[src/rtl/csr_pkg.sv]
// Shared CSR sizing constants and encoder state type, common to the encoder and
// the SpMV kernel so both ends of the CSR interface agree on array sizes.
package csr_pkg;

   localparam int CSR_N      = 494;
   localparam int CSR_NNZ    = 1666;
   localparam int CSR_DATA_W = 64;
   localparam int CSR_IDX_W  = 32;

   typedef enum logic [1:0] {
      ST_IDLE  = 2'd0,
      ST_HEAD  = 2'd1,
      ST_RUN   = 2'd2,
      ST_DRAIN = 2'd3
   } csr_enc_state_t;

endpackage

[src/rtl/csr_out_slot.sv]
// One-entry registered valid/ready output slot. A load in the same cycle as a
// consume replaces the data without dropping valid, so there is no bubble.
module csr_out_slot #(
   parameter int W = 8
) (
   input  logic         clk,
   input  logic         rst,
   input  logic         load,
   input  logic [W-1:0] ld_data,
   output logic [W-1:0] data,
   output logic         valid,
   input  logic         ready,
   output logic         free
);

   logic [W-1:0] data_r;
   logic         valid_r;

   // Holding register: reload wins over consume, otherwise hold until ready.
   always_ff @(posedge clk) begin
      if (rst) begin
         data_r  <= {W{1'b0}};
         valid_r <= 1'b0;
      end else if (load) begin
         data_r  <= ld_data;
         valid_r <= 1'b1;
      end else if (ready) begin
         valid_r <= 1'b0;
      end
   end

   assign data  = data_r;
   assign valid = valid_r;
   assign free  = ~valid_r | ready;

endmodule

[src/rtl/csr_encoder.sv]
// Streaming dense-to-CSR encoder: row-major dense elements in, nonzero {val,col}
// beats and cumulative row delimiters out on two independent valid/ready slots.
module csr_encoder
   import csr_pkg::*;
#(
   parameter int N_ROWS  = CSR_N,
   parameter int N_COLS  = CSR_N,
   parameter int MAX_NNZ = CSR_NNZ,
   parameter int DATA_W  = CSR_DATA_W,
   parameter int IDX_W   = CSR_IDX_W
) (
   input  logic              clk,
   input  logic              rst,
   input  logic              start,
   input  logic [DATA_W-1:0] in_data,
   input  logic              in_valid,
   output logic              in_ready,
   output logic [DATA_W-1:0] nz_val,
   output logic [IDX_W-1:0]  nz_col,
   output logic              nz_valid,
   input  logic              nz_ready,
   output logic [IDX_W-1:0]  rp_data,
   output logic              rp_valid,
   input  logic              rp_ready,
   output logic              busy,
   output logic              done,
   output logic              overflow
);

   localparam int R_W  = $clog2(N_ROWS + 1);
   localparam int C_W  = (N_COLS > 1) ? $clog2(N_COLS) : 1;
   localparam int NZ_W = DATA_W + IDX_W;

   csr_enc_state_t    state_r, state_s;
   logic [R_W-1:0]    row_r;
   logic [C_W-1:0]    col_r;
   logic [IDX_W-1:0]  nnz_r, nnz_next_s, rp_ld_s;
   logic              overflow_r, busy_r, done_r;
   logic              nz_free_s, rp_free_s, in_ready_s, accept_s;
   logic              nonzero_s, room_s, last_col_s, last_row_s;
   logic              nz_load_s, rp_load_s, ovf_set_s, clear_s, finish_s;
   logic [NZ_W-1:0]   nz_slot_s;

   assign nonzero_s  = |in_data;
   assign room_s     = nnz_r < IDX_W'(MAX_NNZ);
   assign last_col_s = col_r == C_W'(N_COLS - 1);
   assign last_row_s = row_r == R_W'(N_ROWS - 1);

   // Next-state, handshake and slot-load decode.
   always_comb begin
      state_s    = state_r;
      in_ready_s = 1'b0;
      accept_s   = 1'b0;
      nz_load_s  = 1'b0;
      rp_load_s  = 1'b0;
      rp_ld_s    = {IDX_W{1'b0}};
      nnz_next_s = nnz_r;
      ovf_set_s  = 1'b0;
      clear_s    = 1'b0;
      finish_s   = 1'b0;
      case (state_r)
         ST_IDLE: begin
            if (start) begin
               clear_s = 1'b1;
               state_s = ST_HEAD;
            end else begin
               state_s = ST_IDLE;
            end
         end
         ST_HEAD: begin
            if (rp_free_s) begin
               rp_load_s = 1'b1;
               state_s   = ST_RUN;
            end else begin
               state_s = ST_HEAD;
            end
         end
         ST_RUN: begin
            in_ready_s = nz_free_s & rp_free_s;
            accept_s   = in_ready_s & in_valid;
            if (accept_s) begin
               if (nonzero_s && room_s) begin
                  nz_load_s  = 1'b1;
                  nnz_next_s = nnz_r + IDX_W'(1'b1);
               end else if (nonzero_s) begin
                  ovf_set_s = 1'b1;
               end else begin
                  nnz_next_s = nnz_r;
               end
               // Row wrap publishes the count including the current element.
               if (last_col_s) begin
                  rp_load_s = 1'b1;
                  rp_ld_s   = nnz_next_s;
                  state_s   = last_row_s ? ST_DRAIN : ST_RUN;
               end else begin
                  state_s = ST_RUN;
               end
            end else begin
               state_s = ST_RUN;
            end
         end
         ST_DRAIN: begin
            if (nz_free_s && rp_free_s) begin
               finish_s = 1'b1;
               state_s  = ST_IDLE;
            end else begin
               state_s = ST_DRAIN;
            end
         end
         default: begin
            state_s = ST_IDLE;
         end
      endcase
   end

   // State, counters and status flags.
   always_ff @(posedge clk) begin
      if (rst) begin
         state_r    <= ST_IDLE;
         row_r      <= {R_W{1'b0}};
         col_r      <= {C_W{1'b0}};
         nnz_r      <= {IDX_W{1'b0}};
         overflow_r <= 1'b0;
         busy_r     <= 1'b0;
         done_r     <= 1'b0;
      end else begin
         state_r <= state_s;
         done_r  <= finish_s;
         if (clear_s) begin
            row_r      <= {R_W{1'b0}};
            col_r      <= {C_W{1'b0}};
            nnz_r      <= {IDX_W{1'b0}};
            overflow_r <= 1'b0;
            busy_r     <= 1'b1;
         end else begin
            if (accept_s) begin
               nnz_r <= nnz_next_s;
               col_r <= last_col_s ? {C_W{1'b0}} : col_r + C_W'(1'b1);
               row_r <= last_col_s ? row_r + R_W'(1'b1) : row_r;
            end
            if (ovf_set_s) begin
               overflow_r <= 1'b1;
            end
            if (finish_s) begin
               busy_r <= 1'b0;
            end
         end
      end
   end

   csr_out_slot #(.W(NZ_W)) u_nz_slot (
      .clk     (clk),
      .rst     (rst),
      .load    (nz_load_s),
      .ld_data ({in_data, IDX_W'(col_r)}),
      .data    (nz_slot_s),
      .valid   (nz_valid),
      .ready   (nz_ready),
      .free    (nz_free_s)
   );

   csr_out_slot #(.W(IDX_W)) u_rp_slot (
      .clk     (clk),
      .rst     (rst),
      .load    (rp_load_s),
      .ld_data (rp_ld_s),
      .data    (rp_data),
      .valid   (rp_valid),
      .ready   (rp_ready),
      .free    (rp_free_s)
   );

   assign nz_val   = nz_slot_s[NZ_W-1:IDX_W];
   assign nz_col   = nz_slot_s[IDX_W-1:0];
   assign in_ready = in_ready_s;
   assign busy     = busy_r;
   assign done     = done_r;
   assign overflow = overflow_r;

endmodule

[config.mk]
export PLATFORM = sky130hd
export DESIGN_NAME = csr_encoder
export DESIGN_NICKNAME = d
export VERILOG_FILES = /design/src/rtl/csr_pkg.sv /design/src/rtl/csr_out_slot.sv /design/src/rtl/csr_encoder.sv
export SDC_FILE = /design/constraint.sdc
export NUM_CORES = 1
export LEC_CHECK = 0
export BUFFER_PORTS_ARGS = -buffer_cell sky130_fd_sc_hd__buf_2
export CELL_PAD_IN_SITES_DETAIL_PLACEMENT = 1
export CELL_PAD_IN_SITES_GLOBAL_PLACEMENT = 1
export CORE_MARGIN = 2
export CORE_UTILIZATION = 41
export DETAILED_ROUTE_END_ITERATION = 6
export PLACE_DENSITY_LB_ADDON = 0.08
export SYNTH_ARGS = -nofsm -noshare
export SYNTH_HDL_FRONTEND = slang
export SYNTH_SLANG_ARGS = --single-unit
[constraint.sdc]
create_clock -name clk -period 3 [get_ports clk]
set_input_delay 0.15 -clock clk [delete_from_list [all_inputs] [get_ports clk]]
set_output_delay 0.15 -clock clk [all_outputs]
set_load 0.01 [all_outputs]
# ---- Yosys cells after proc, flatten, opt, wreduce, memory -nomap -nowiden
# Index checks and enable logic that the tools add are counted.
# W data, S select, Z words.
dict set report classes {
  muxes 35
  reduce_logical 10
  div_mod_pow 0
  shifts 0
  n_mul 0
  add_sub_neg 3
  n_lt_le_gt_ge 1
  eq_ne 5
  bitwise_logic 6
}
# cell n
set ops {}
lappend ops {{$mux W32} 4}
lappend ops {{$reduce_or A64 Y1} 1}
lappend ops {{$add A32 B1 Y32 const B} 1}
lappend ops {{$lt A32 B11 Y1 const B} 1}
lappend ops {{$mux W1} 25}
lappend ops {{$add A9 B1 Y9 const B} 2}
lappend ops {{$eq A9 B9 Y1 const B} 2}
lappend ops {{$mux W9} 1}
lappend ops {{$pmux W2 S4} 1}
lappend ops {{$mux W2} 3}
lappend ops {{$reduce_bool A2 Y1} 3}
lappend ops {{$eq A2 B2 Y1 const B} 2}
lappend ops {{$reduce_and A3 Y1} 1}
lappend ops {{$and A1 B1 Y1} 2}
lappend ops {{$eq A2 B1 Y1 const B} 1}
lappend ops {{$logic_and A1 B1 Y1} 2}
lappend ops {{$logic_not A2 Y1} 1}
lappend ops {{$not A1 Y1} 2}
lappend ops {{$or A1 B1 Y1} 2}
lappend ops {{$pmux W1 S2} 1}
lappend ops {{$reduce_and A2 Y1} 1}
lappend ops {{$reduce_or A2 Y1} 1}
dict set report word_totals {
  ff_bits 162
  mem_bits_ro 0
  latchBits 0
  word_cells 71
  mem_count 0
  ramBits 0
  input_bits 70
  out_inout_bits 134
}

# ---- Depth between registers and ports, before layout
# Gate-level depths: netlist of the first run.
dict set report logic_depth {
  ltp_word 7
  mapped_depth 10
  ltp_nobuf 8
}

# ---- By module
# A second synthesis of the first run with hierarchy kept.
dict set report unflattened {
  hier_cells 752
  area_unflattened_um2 7442.1
}
# module instances seq_area_each_um2 cells_each area_each_um2
set by_module_without_submodules {}
lappend by_module_without_submodules {{csr_out_slot (u_nz_slot)} 1 1941.9 314 3438.3}
lappend by_module_without_submodules {csr_encoder 1 1101.1 330 2798.9}
lappend by_module_without_submodules {{csr_out_slot (u_rp_slot)} 1 660.6 108 1204.9}

# ---- Worst setup path before layout of the first run
# Ideal clock, no wire load.
dict set report synth_timing {
  path_type {reg2reg}
  startpoint {register state_r[0]}
  endpoint {register u_rp_slot.data_r[0] (netlist: u_rp_slot.data[0])}
  required_ns 2.930
  path_buffers 2
  setup_ns 0.070
  setup_slack_ns 1.025
  stages_incl_launch_ff 11
  synth_period_minus_slack_ns 1.975
  arrival_ns 1.905
  path_cell_list {dfxtp_1 -> inv_1 -> ha_1 -> nand2_1 -> and4bb_1 -> and2_1 -> clkbuf_1 -> o21ai_1 -> nor2b_1 -> buf_2 -> o2bb2ai_1}
}
dict set report synth_between {
  elab_chain_len 2
  elab_cells_between_ends 4
  cone_classes {eq/ne: 2; mux: 2}
}
# item line_no
set synth_lines {}
lappend synth_lines {{from (decl)} csr_encoder.sv:34} ;# csr_enc_state_t state_r, state_s;
lappend synth_lines {{from (signal assigned)} csr_encoder.sv:127} ;# state_r <= state_s;
lappend synth_lines {{$eq A2 B2 Y1 / $eq A2 B1 Y1 (equally long branches)} csr_encoder.sv:61} ;# case (state_r)
lappend synth_lines {{$pmux W1 S2 / $mux W32 (equally long branches)} csr_encoder.sv:61}
lappend synth_lines {{to (signal assigned)} csr_out_slot.sv:22} ;# data_r <= {W{1'b0}};
lappend synth_lines {{to (signal assigned)} csr_out_slot.sv:25} ;# data_r <= ld_data;
lappend synth_lines {{to (decl)} csr_out_slot.sv:16} ;# logic [W-1:0] data_r;
# Several ways; a longest one is shown, not always the timed one.
# A chain may end at the register's enable or synchronous reset.

# ---- Final worst setup path of the first run
dict set report layout_timing {
  startpoint {input port in_data[4]}
  endpoint {register u_nz_slot.data_r[77] (netlist: u_nz_slot.data[77])}
}
dict set report layout_between {
  elab_chain_len 5
}
# item line_no
set layout_lines {}
lappend layout_lines {{from (decl)} csr_encoder.sv:15} ;# input logic [DATA_W-1:0] in_data,
lappend layout_lines {{$reduce_or A64 Y1} csr_encoder.sv:44} ;# assign nonzero_s = |in_data;
lappend layout_lines {{$logic_and A1 B1 Y1} csr_encoder.sv:82} ;# if (nonzero_s && room_s) begin
lappend layout_lines {{$mux W1} csr_encoder.sv:82}
lappend layout_lines {{$mux W1} csr_encoder.sv:81} ;# if (accept_s) begin
lappend layout_lines {{$mux W1} csr_encoder.sv:61}
lappend layout_lines {{to (signal assigned)} csr_out_slot.sv:22}
lappend layout_lines {{to (signal assigned)} csr_out_slot.sv:25}
lappend layout_lines {{to (decl)} csr_out_slot.sv:16}
# No other way between the ends.

==> results of run 1 <==
-- worst max-delay path, cell delays in order --
cell	delay [ps]
dlygate4sd3_1	560
buf_2	150
nor4_1	490
nand4_1	180
or4_1	650
and3_4	490
nand2_1	240
a21oi_2	80
-- power by group through the flow --
stage	Sequential [mW]	Clock, mW	Combinational, mW
after CTS	2.17	2.16	0.283
final	2.17	2.12	0.290
after detailed placement	2.22	0	0.217
after global routing	2.17	2.25	0.314
after floorplan	2.22	0	0.132
after global placement	2.22	0	0.210
-- registers in the layout (all words and copies together), names as in the netlist, 2 cells and up --
| register | cells |
|---|---|
| u_rp_slot.data | 32 |
| u_nz_slot.data | 73 |
| col_r | 9 |
| state_r | 2 |
| nnz_r | 32 |
| row_r | 9 |
-- synth_stat cells, drive strengths merged --
cell and count:
ha 10, buf 45, nand4b 1, inv 5, xnor2 4, o2bb2ai 11, or3 7, nand4 20
mux2i 1, and4bb 1, nand2 160, nor4 22, clkbuf 28, o21ai 8, xor2 22, a31oi 1
a21o 1, a211oi 4, nor3 4, nand2b 4, nor2b 3, conb 1, or2 1, or4 1
and2 26, a21oi 85, nand3 15, a22oi 22, and4b 1, a221oi 2, o21a 2, dfxtp 162
and3 10, nor2 47, and4 3
-- kinds of logic (layout without fill, tap and decap cells) --
logic type      Yosys count  count (layout)  share of synthesized area (%)
simple gates            326             326                           24.8
flops                   162             162                           48.2
compound gates          136             136                           14.1
buf+inv                  78             291                           7.48
xor+xnor                 26              26                           3.38
fa+ha+maj                10              10                           1.86
other cells               1              26                         0.0557
mux                       1               1                          0.149
-- through the flow --
stage | instance area (um2) | hold WS (ps) | setup WS (ps) | total power, mW | std cells
global placement | 7630 | 401 | 379 | 2.43 | 1096
detailed placement | 7630 | 407 | 327 | 2.44 | 1096
floorplan | 6810 | 277 | 1030 | 2.36 | 762
CTS | 8830 | 1.24 | 237 | 4.62 | 1191
finish | 8840 | 19.7 | 270 | 4.59 | 1194
global route | 8840 | 7.08 | 123 | 4.74 | 1194
-- worst min-delay path by stage --
stage,end,depth (start not counted),slack (ps)
6_report,u_nz_slot.data[32],3,20
5_1_grt,u_nz_slot.data[32],3,7
4_1_cts,u_nz_slot.data[32],3,1
3_5_place_dp,u_nz_slot.data[94],3,410
3_3_place_gp,u_nz_slot.data[85],3,400
2_1_floorplan,u_nz_slot.data[85],2,280
-- routing by layer --
metal / part of all wire [%] / routed length [um] / global-route usage (%) / vias to the layer above
li1: - / - / - / 2918
met1: 40 / 8610 / 27.3 / 2978
met2: 51 / 10900 / 42.5 / 164
met3: 5.1 / 1090 / 6.34 / 59
met4: 3.6 / 771 / 12.1 / 0
met5: 0 / 0 / 0 / -
-- what timing repair did --
item,in CTS,in global routing
setup endpoints to repair,0,4
resized for setup,0,1
endpoints found under the hold margin,63,0
hold buffers,63,0
buffers inserted,0,0
-- final cells by class --
| type | count | area share (%) |
|---|---|---|
| well taps | 216 | 3.06 |
| clock buffers | 17 | 4.81 |
| diodes | 3 | 0.0849 |
| clock inverters | 15 | 1.67 |
| inverters | 5 | 0.212 |
| flip-flops and latches | 162 | 36.7 |
| repair buffers | 254 | 18.7 |
| multi-input cells | 522 | 34.8 |
==> flow_metrics.tcl, run 1 <==
set metrics [dict create \
    root_buffer "clkbuf_16" \
    switching_power_mw 1.13 \
    yosysWarnings 0 \
    core_mm2 0.0159 \
    yosysUniqueCellTypes 47 \
    tightest_slew_ps 912 \
    globalRouteOverflowTotal 0 \
    final_cell_mix "buf_2 (179), dfxtp_1 (162), nand2_1 (111)" \
    drive_gt1_share_pct 32.6 \
    intPower_mw 3.45 \
    grt_pass1_wl_um 34000 \
    startpoint_type "primary input" \
    synthTopCellsByArea "dfxtp_1 (48%), nand2_1 (6.2%), a21oi_2 (5.1%)" \
    p_sw_share_pct 24.7 \
    cp.required_ps 3280 \
    timing.rr.start "nnz_r[2]" \
    dieArea_mm2 0.0174 \
    rr_worst_depth 6 \
    setup_tns_ps 0 \
    pin_count 204 \
    rsz0062_at_grt "false" \
    arrival_ps 3010 \
    ys_seq_elements 162 \
    layout_commonest_cell "buf_2" \
    synth_top_area_share_pct 48.2 \
    min_path_type "primary input to flip-flop" \
    place_congestion 0.825 \
    end_kind "flip-flop" \
    nets 1042 \
    seq_area_mm2 0.00324 \
    cts_tree "done" \
    io_buffers 180 \
    p_clk_share_pct 46.3 \
    finalHoldViolations 0 \
    cts-htree-levels 4 \
    clkTransAtPathRegs_ps 70 \
    antenna_found_initial 3 \
    skew_ps 11.7 \
    routed_wl_um 21400 \
    vias_per_cell 5.12 \
    ant_nets 0 \
    die_x_um 132 \
    syn2layout_area_growth_pct 31.5 \
    grt_pass1_vias 6492 \
    final_util_pct 55.5 \
    synth_cells 740 \
    finalSetupViolations 0 \
    cts.sinks 162 \
    status "finished clean" \
    crit_path_end "u_nz_slot.data[77]" \
    routedWlPerCell_um 17.9 \
    regToRegEndpoint "u_nz_slot.data[77]" \
    p_leak_nw 3.60 \
    multi_input_area_mm2 0.00308 \
    avgSynthCellArea_um2 9.09 \
    r2r_setup_slack_ps 290 \
    die_y_um 132 \
    rows 46 \
    clk-insertion-delay-late_ps 430 \
    grt_usage_pct 24.3 \
    hold_start "in_data[0]" \
    netlist_area_mm2 0.00673 \
    num_vias 6119 \
    cp_max_fo 75 \
    dp_hpwl_um 14000 \
    num-fill-cells 1915 \
    ir_worst_vdd_uv 414 \
    drc 0 \
    yosysTopAreaCell "dfxtp_1" \
    power_frac_comb_pct 6.3 \
    firstDrtPassIters 5 \
    fin_crit_ps 2730 \
    crit_path_start "in_data[4]" \
    worst_slew_margin_rel_pct 39.2 \
    crit_type "primary input to flip-flop" \
    maxCapViolations 0 \
    p_per_area_mw_per_mm2 519 \
    cts.path.max_buffers 2 \
    ys_seq_area_share_pct 48.2 \
    p_seq_share_pct 47.4 \
    initial_core_util_pct 42.2 \
    fmax_mhz 366 \
    cts_made_buffers 17 \
    first_iter_violations 202 \
    fin_crit_sh_pct 91.0 \
    grt_max_degree 76 \
    drv_slew 0 \
]
Power figures use the tool's default switching activity.
==> inputs of run 2 (changes only) <==
--- a/config.mk
+++ b/config.mk
@@ -9,9 +9,10 @@
 export CELL_PAD_IN_SITES_DETAIL_PLACEMENT = 1
 export CELL_PAD_IN_SITES_GLOBAL_PLACEMENT = 1
 export CORE_MARGIN = 2
-export CORE_UTILIZATION = 41
+export CORE_UTILIZATION = 43
 export DETAILED_ROUTE_END_ITERATION = 6
 export PLACE_DENSITY_LB_ADDON = 0.08
 export SYNTH_ARGS = -nofsm -noshare
 export SYNTH_HDL_FRONTEND = slang
+export SYNTH_HIERARCHICAL = 1
 export SYNTH_SLANG_ARGS = --single-unit
==> flow_metrics.tcl, run 2 <==
set metrics [dict create \
    status "finished clean" \
    placed_area_mm2 0.00864 \
    postCtsSetupBuffers 0 \
    arrival_ps 3200 \
    hold_path_end "u_nz_slot/data[68]" \
    nets 1095 \
    setup_tns_ps 0 \
    first_iter_violations 268 \
    regToRegEndpoint "u_nz_slot/data[1]" \
    drc 0 \
    yosysWarnings 6 \
    seq_area_mm2 0.00370 \
    final_cell_mix "buf_2 (202), dfxtp_1 (185), nor2_1 (173)" \
    total_power_mw 5.05 \
    p_sw_share_pct 24.7 \
    synth_most_common_cell "dfxtp_1" \
    clkTransAtPathRegs_ps 70 \
    io_buffers 203 \
    root_buffer "clkbuf_16" \
    num-fill-cells 1979 \
    ir_worst_vdd_uv 425 \
    fin_crit_ps 2910 \
    synth_top_area_share_pct 49.8 \
    drv_slew 0 \
    firstDrtPassIters 4 \
    async_reset_ff_share_pct 0 \
    startpoint_type "primary input" \
    layout_commonest_cell "buf_2" \
    vias_per_cell 5.04 \
    routedWlPerCell_um 16.9 \
    ant_nets 0 \
    synth_cells 752 \
    cp.required_ps 3290 \
    die_y_um 136 \
    skew_ps 11.3 \
    routed_wl_um 21200 \
    fmax_mhz 344 \
    p_clk_share_pct 45.1 \
    multi_input_area_mm2 0.00348 \
    avgSynthCellArea_um2 9.90 \
    timing.rr.start "nnz_r[16]" \
    switching_power_mw 1.25 \
    cts_made_buffers 17 \
    rows 48 \
    largest_reg_flops 96 \
    finalHoldViolations 0 \
    design_area_mm2 0.00978 \
    cts.sinks 185 \
    finalSetupViolations 0 \
    yosysTopAreaCell "dfxtp_1" \
    core_mm2 0.0171 \
    netlist_area_mm2 0.00744 \
    globalRouteOverflowTotal 0 \
    worst_slew_margin_rel_pct 48.0 \
    num_vias 6319 \
    synth-main-ff-cell "dfxtp_1" \
    intPower_mw 3.80 \
    p_seq_share_pct 49.1 \
    pin_count 204 \
    ys_seq_area_share_pct 49.8 \
    synthTopCellsByArea "dfxtp_1 (50%), mux2i_1 (17%), nor2_1 (8.7%)" \
    rr_worst_depth 7 \
    cp_max_fo 38 \
    power_frac_comb_pct 5.8 \
    hold_start "in_data[36]" \
    dp_hpwl_um 14700 \
    min_path_cells 3 \
    grt_usage_pct 23.5 \
    cts_tree "done" \
    syn2layout_area_growth_pct 31.4 \
    maxCapViolations 0 \
    r2r_setup_slack_ps 310 \
    min_path_type "primary input to flip-flop" \
    synth_edf_count 0 \
    tightest_slew_ps 773 \
    clk-insertion-delay-late_ps 430 \
    drive_gt1_share_pct 25.0 \
    final_util_pct 57.1 \
    rsz0062_at_grt "false" \
    dieArea_mm2 0.0184 \
    p_per_area_mw_per_mm2 517 \
    ys_seq_elements 185 \
    end_kind "flip-flop" \
    crit_type "primary input to flip-flop" \
    place_congestion 0.786 \
    grt_pass1_vias 6824 \
    initial_core_util_pct 43.5 \
    grt_max_degree 59 \
    p_leak_nw 4.12 \
    fin_crit_sh_pct 97.0 \
    grt_pass1_wl_um 34200 \
    synth_common_cells "dfxtp_1 (185), nor2_1 (173), mux2i_1 (128)" \
    antenna_found_initial 2 \
    yosysUniqueCellTypes 43 \
    die_x_um 136 \
    cts.path.max_buffers 2 \
    cts-htree-levels 4 \
]
-- run 2: area by class of cell --
| class | count | area share (%) |
|---|---|---|
| Clock buffer | 17 | 4.35 |
| Inverter | 10 | 0.384 |
| Timing Repair Buffer | 265 | 17.0 |
| Clock inverter | 15 | 1.84 |
| Sequential cell | 185 | 37.9 |
| Multi-Input combinational cell | 536 | 35.6 |
| Tap cell | 225 | 2.88 |
| Antenna cell | 2 | 0.0512 |
-- run 2: metal layers --
layer / track usage, % / vias up / part of all wire (%)
met4: 10.7 / 0 / 3.5
met2: 42.1 / 156 / 51
met5: 0 / - / 0
met1: 26.3 / 3080 / 41
met3: 5.50 / 50 / 4.1
li1: - / 3033 / -
-- run 2: repair_timing --
| item | 4_1_cts | 5_1_grt |
|---|---|---|
| hold endpoints to repair | 52 | 0 |
| hold buffers | 52 | 0 |
| resized for setup | 0 | 0 |
-- run 2: power groups by stage --
stage          clock, mW  sequential [mW]  combinational [mW]
3_5_place_dp           0             2.54               0.239
2_1_floorplan          0             2.54               0.131
5_1_grt             2.44             2.48               0.320
4_1_cts             2.32             2.48               0.293
3_3_place_gp           0             2.53               0.230
6_report            2.28             2.48               0.295
-- run 2: stage by stage --
step / worst slack [ps] / hold WS (ps) / cells
global route: 64.1 / 6.02 / 1255
CTS: 183 / 0.113 / 1253
floorplan: 875 / 222 / 774
finish: 89.0 / 11.7 / 1255
global placement: 28.2 / 398 / 1169
detailed placement: 33.2 / 414 / 1169
-- run 2: cell families (layout without fill, tap and decap cells) --
family	Yosys count	in the layout	synth area share [%]
compound gates	24	24	2.07
xor+xnor	31	31	3.65
fa+ha+maj	10	10	1.68
buf+inv	53	307	4.88
flops	185	185	49.8
mux	128	128	17.2
other cells	1	25	0.0504
simple gates	320	320	20.7
-- run 2: critical path, stage by stage --
cell and delay [ps]:
dlygate4sd3_1 560, buf_2 140, nor4_1 440, nand4_1 250, or4_4 750, and3_4 350
buf_12 260, mux2i_1 230, nor2_1 60
-- run 2: worst max-delay path by stage --
stage | from | to | slack [ps] | cells after the start
global route | in_data[0] | u_nz_slot/data[1] | 60 | 9
floorplan | in_data[38] | u_nz_slot/data[72] | 870 | 10
global placement | in_data[1] | u_nz_slot/data[3] | 30 | 8
CTS | in_data[58] | u_nz_slot/data[1] | 180 | 9
finish | in_data[58] | u_nz_slot/data[1] | 90 | 9
detailed placement | in_data[1] | u_nz_slot/data[3] | 30 | 8
==> inputs of run 3 (changes only) <==
--- a/config.mk
+++ b/config.mk
@@ -9,9 +9,10 @@
 export CELL_PAD_IN_SITES_DETAIL_PLACEMENT = 1
 export CELL_PAD_IN_SITES_GLOBAL_PLACEMENT = 1
 export CORE_MARGIN = 2
-export CORE_UTILIZATION = 43
+export CORE_UTILIZATION = 40
 export DETAILED_ROUTE_END_ITERATION = 6
 export PLACE_DENSITY_LB_ADDON = 0.08
+export SLEW_MARGIN = 20
 export SYNTH_ARGS = -nofsm -noshare
 export SYNTH_HDL_FRONTEND = slang
 export SYNTH_HIERARCHICAL = 1
==> constraint.sdc (replaced) <==
create_clock -name clk -period 3.3 [get_ports clk]
set_input_delay 0.165 -clock clk [delete_from_list [all_inputs] [get_ports clk]]
set_output_delay 0.165 -clock clk [all_outputs]
set_load 0.01 [all_outputs]
==> flow_metrics.tcl, run 3 (synthesis gave the netlist of run 2 again) <==
set metrics [dict create \
    status "finished, violations left" \
    violations "negative hold slack" \
    intPower_mw 3.50 \
    worstPathCellList "dlygate4sd3_1 -> buf_2 -> nor4_1 -> nand4_1 -> or4_4 -> and3_4 -> buf_12 -> mux2i_1 -> nor2_1" \
    dp_cells 1172 \
    place_congestion 0.840 \
    first_iter_violations 242 \
    cts_resized 0 \
    holdWs_ps -3.58 \
    cts-htree-levels 4 \
    io_buffers 203 \
    crit_family "simple AND/OR/NAND/NOR gates" \
    firstDrtPassIters 4 \
    dp_hpwl_um 14400 \
    final_cells 1234 \
    cp.required_ps 3580 \
    power_frac_comb_pct 5.3 \
    fin_crit_sh_pct 89.8 \
    drive_gt1_share_pct 25.3 \
    tightest_slew_ps 784 \
    setup_tns_ps 0 \
    core_mm2 0.0181 \
    worst_slew_margin_rel_pct 47.7 \
    grt_pass1_vias 6390 \
    r2r_setup_slack_ps 530 \
    antenna_found_initial 2 \
    p_clk_share_pct 45.0 \
    p_per_area_mw_per_mm2 478 \
    pin_count 204 \
    switching_power_mw 1.04 \
    globalRouteOverflowTotal 0 \
    num_vias 6123 \
    largest_reg_flops 96 \
    cp_max_fo 39 \
    grt_usage_pct 20.8 \
    seq_area_mm2 0.00370 \
    finalSetupViolations 0 \
    fmax_mhz 337 \
    final_cell_mix "buf_2 (202), dfxtp_1 (185), nor2_1 (173)" \
    layout_commonest_cell "buf_2" \
    dieArea_mm2 0.0197 \
    ant_nets 0 \
    p_seq_share_pct 49.7 \
    drv_slew 0 \
    cp.buffers_inverters 3 \
    startpoint_type "primary input" \
    end_kind "flip-flop" \
    clk-insertion-delay-late_ps 430 \
    drc 0 \
    min_path_type "primary input to flip-flop" \
    cts_made_buffers 17 \
    ir_worst_vdd_uv 404 \
    p_sw_share_pct 22.9 \
    nets 1071 \
    grt_pass1_wl_um 32800 \
    maxCapViolations 0 \
    fin_crit_ps 2960 \
    multi_input_area_mm2 0.00348 \
    clkTransAtPathRegs_ps 70 \
    max_stage_delay_ps 710 \
    skew_ps 14.0 \
    root_buffer "clkbuf_16" \
    slowest_stage "or4_4" \
    arrival_ps 3240 \
    die_x_um 140 \
    finalHoldViolations 1 \
    cts.sinks 185 \
    routedWlPerCell_um 16.5 \
    p_leak_nw 4.00 \
    crit_type "primary input to flip-flop" \
    initial_core_util_pct 41.1 \
    cts.path.max_buffers 2 \
    grt_max_degree 78 \
    rows 49 \
    rsz0062_at_grt "false" \
    vias_per_cell 4.96 \
    routed_wl_um 20400 \
    num-fill-cells 2085 \
    cts_tree "done" \
    syn2layout_area_growth_pct 27.6 \
    die_y_um 140 \
]
run 3: power by group through the flow:
stage | combinational [mW] | sequential (mW) | clock [mW]
2_1_floorplan | 0.119 | 2.31 | 0
6_report | 0.241 | 2.25 | 2.04
3_5_place_dp | 0.213 | 2.31 | 0
3_3_place_gp | 0.205 | 2.31 | 0
4_1_cts | 0.241 | 2.25 | 2.10
5_1_grt | 0.264 | 2.26 | 2.19
run 3: repair_timing:
item,4_1_cts,5_1_grt
setup buffers,0,0
hold buffers,29,0
endpoints found under the hold margin,29,0
run 3: worst paths after layout:
kind,from,to,cells past startpoint
setup reg to reg,state_r[0],u_nz_slot/data[54],8
hold reg to reg,nnz_r[28],nnz_r[28],1
setup / recovery,in_data[38],u_nz_slot/data[54],9
hold / removal,in_data[42],u_nz_slot/data[74],3
run 3: cell type report:
type,count,area share [%]
antenna,2,0.0527
clock buffer,19,4.66
clock inverter,12,1.49
inverter,10,0.395
multi-input combinational,536,36.6
sequential,185,39.0
tap,229,3.02
timing repair buffer,241,14.8
run 3: layer usage:
metal,wire length (um),track usage [%],vias to the layer above
met2,10300,37.2,134
met1,8600,23.8,2957
met3,884,4.89,38
li1,-,-,2994
met5,0,0,-
met4,559,8.51,0
run 3: worst register-to-register path: stages, from the launching register on:
cell and delay, ps:
dfxtp_1 340, inv_1 120, ha_1 210, nand4_1 350, a21oi_1 310, and3_4 580
buf_12 350, mux2i_1 290, nor2_1 70
run 3: per-stage QoR:
stage	util [%]	hold slack, ps	power (mW)	worst slack [ps]	instance area [um2]
2_1_floorplan	-	237	2.43	1160	7520
3_3_place_gp	47.6	414	2.51	608	8620
3_5_place_dp	47.6	427	2.52	555	8620
4_1_cts	52.5	0.567	4.59	394	9490
5_1_grt	52.5	13.9	4.71	254	9500
6_report	52.5	-3.58	4.54	337	9500
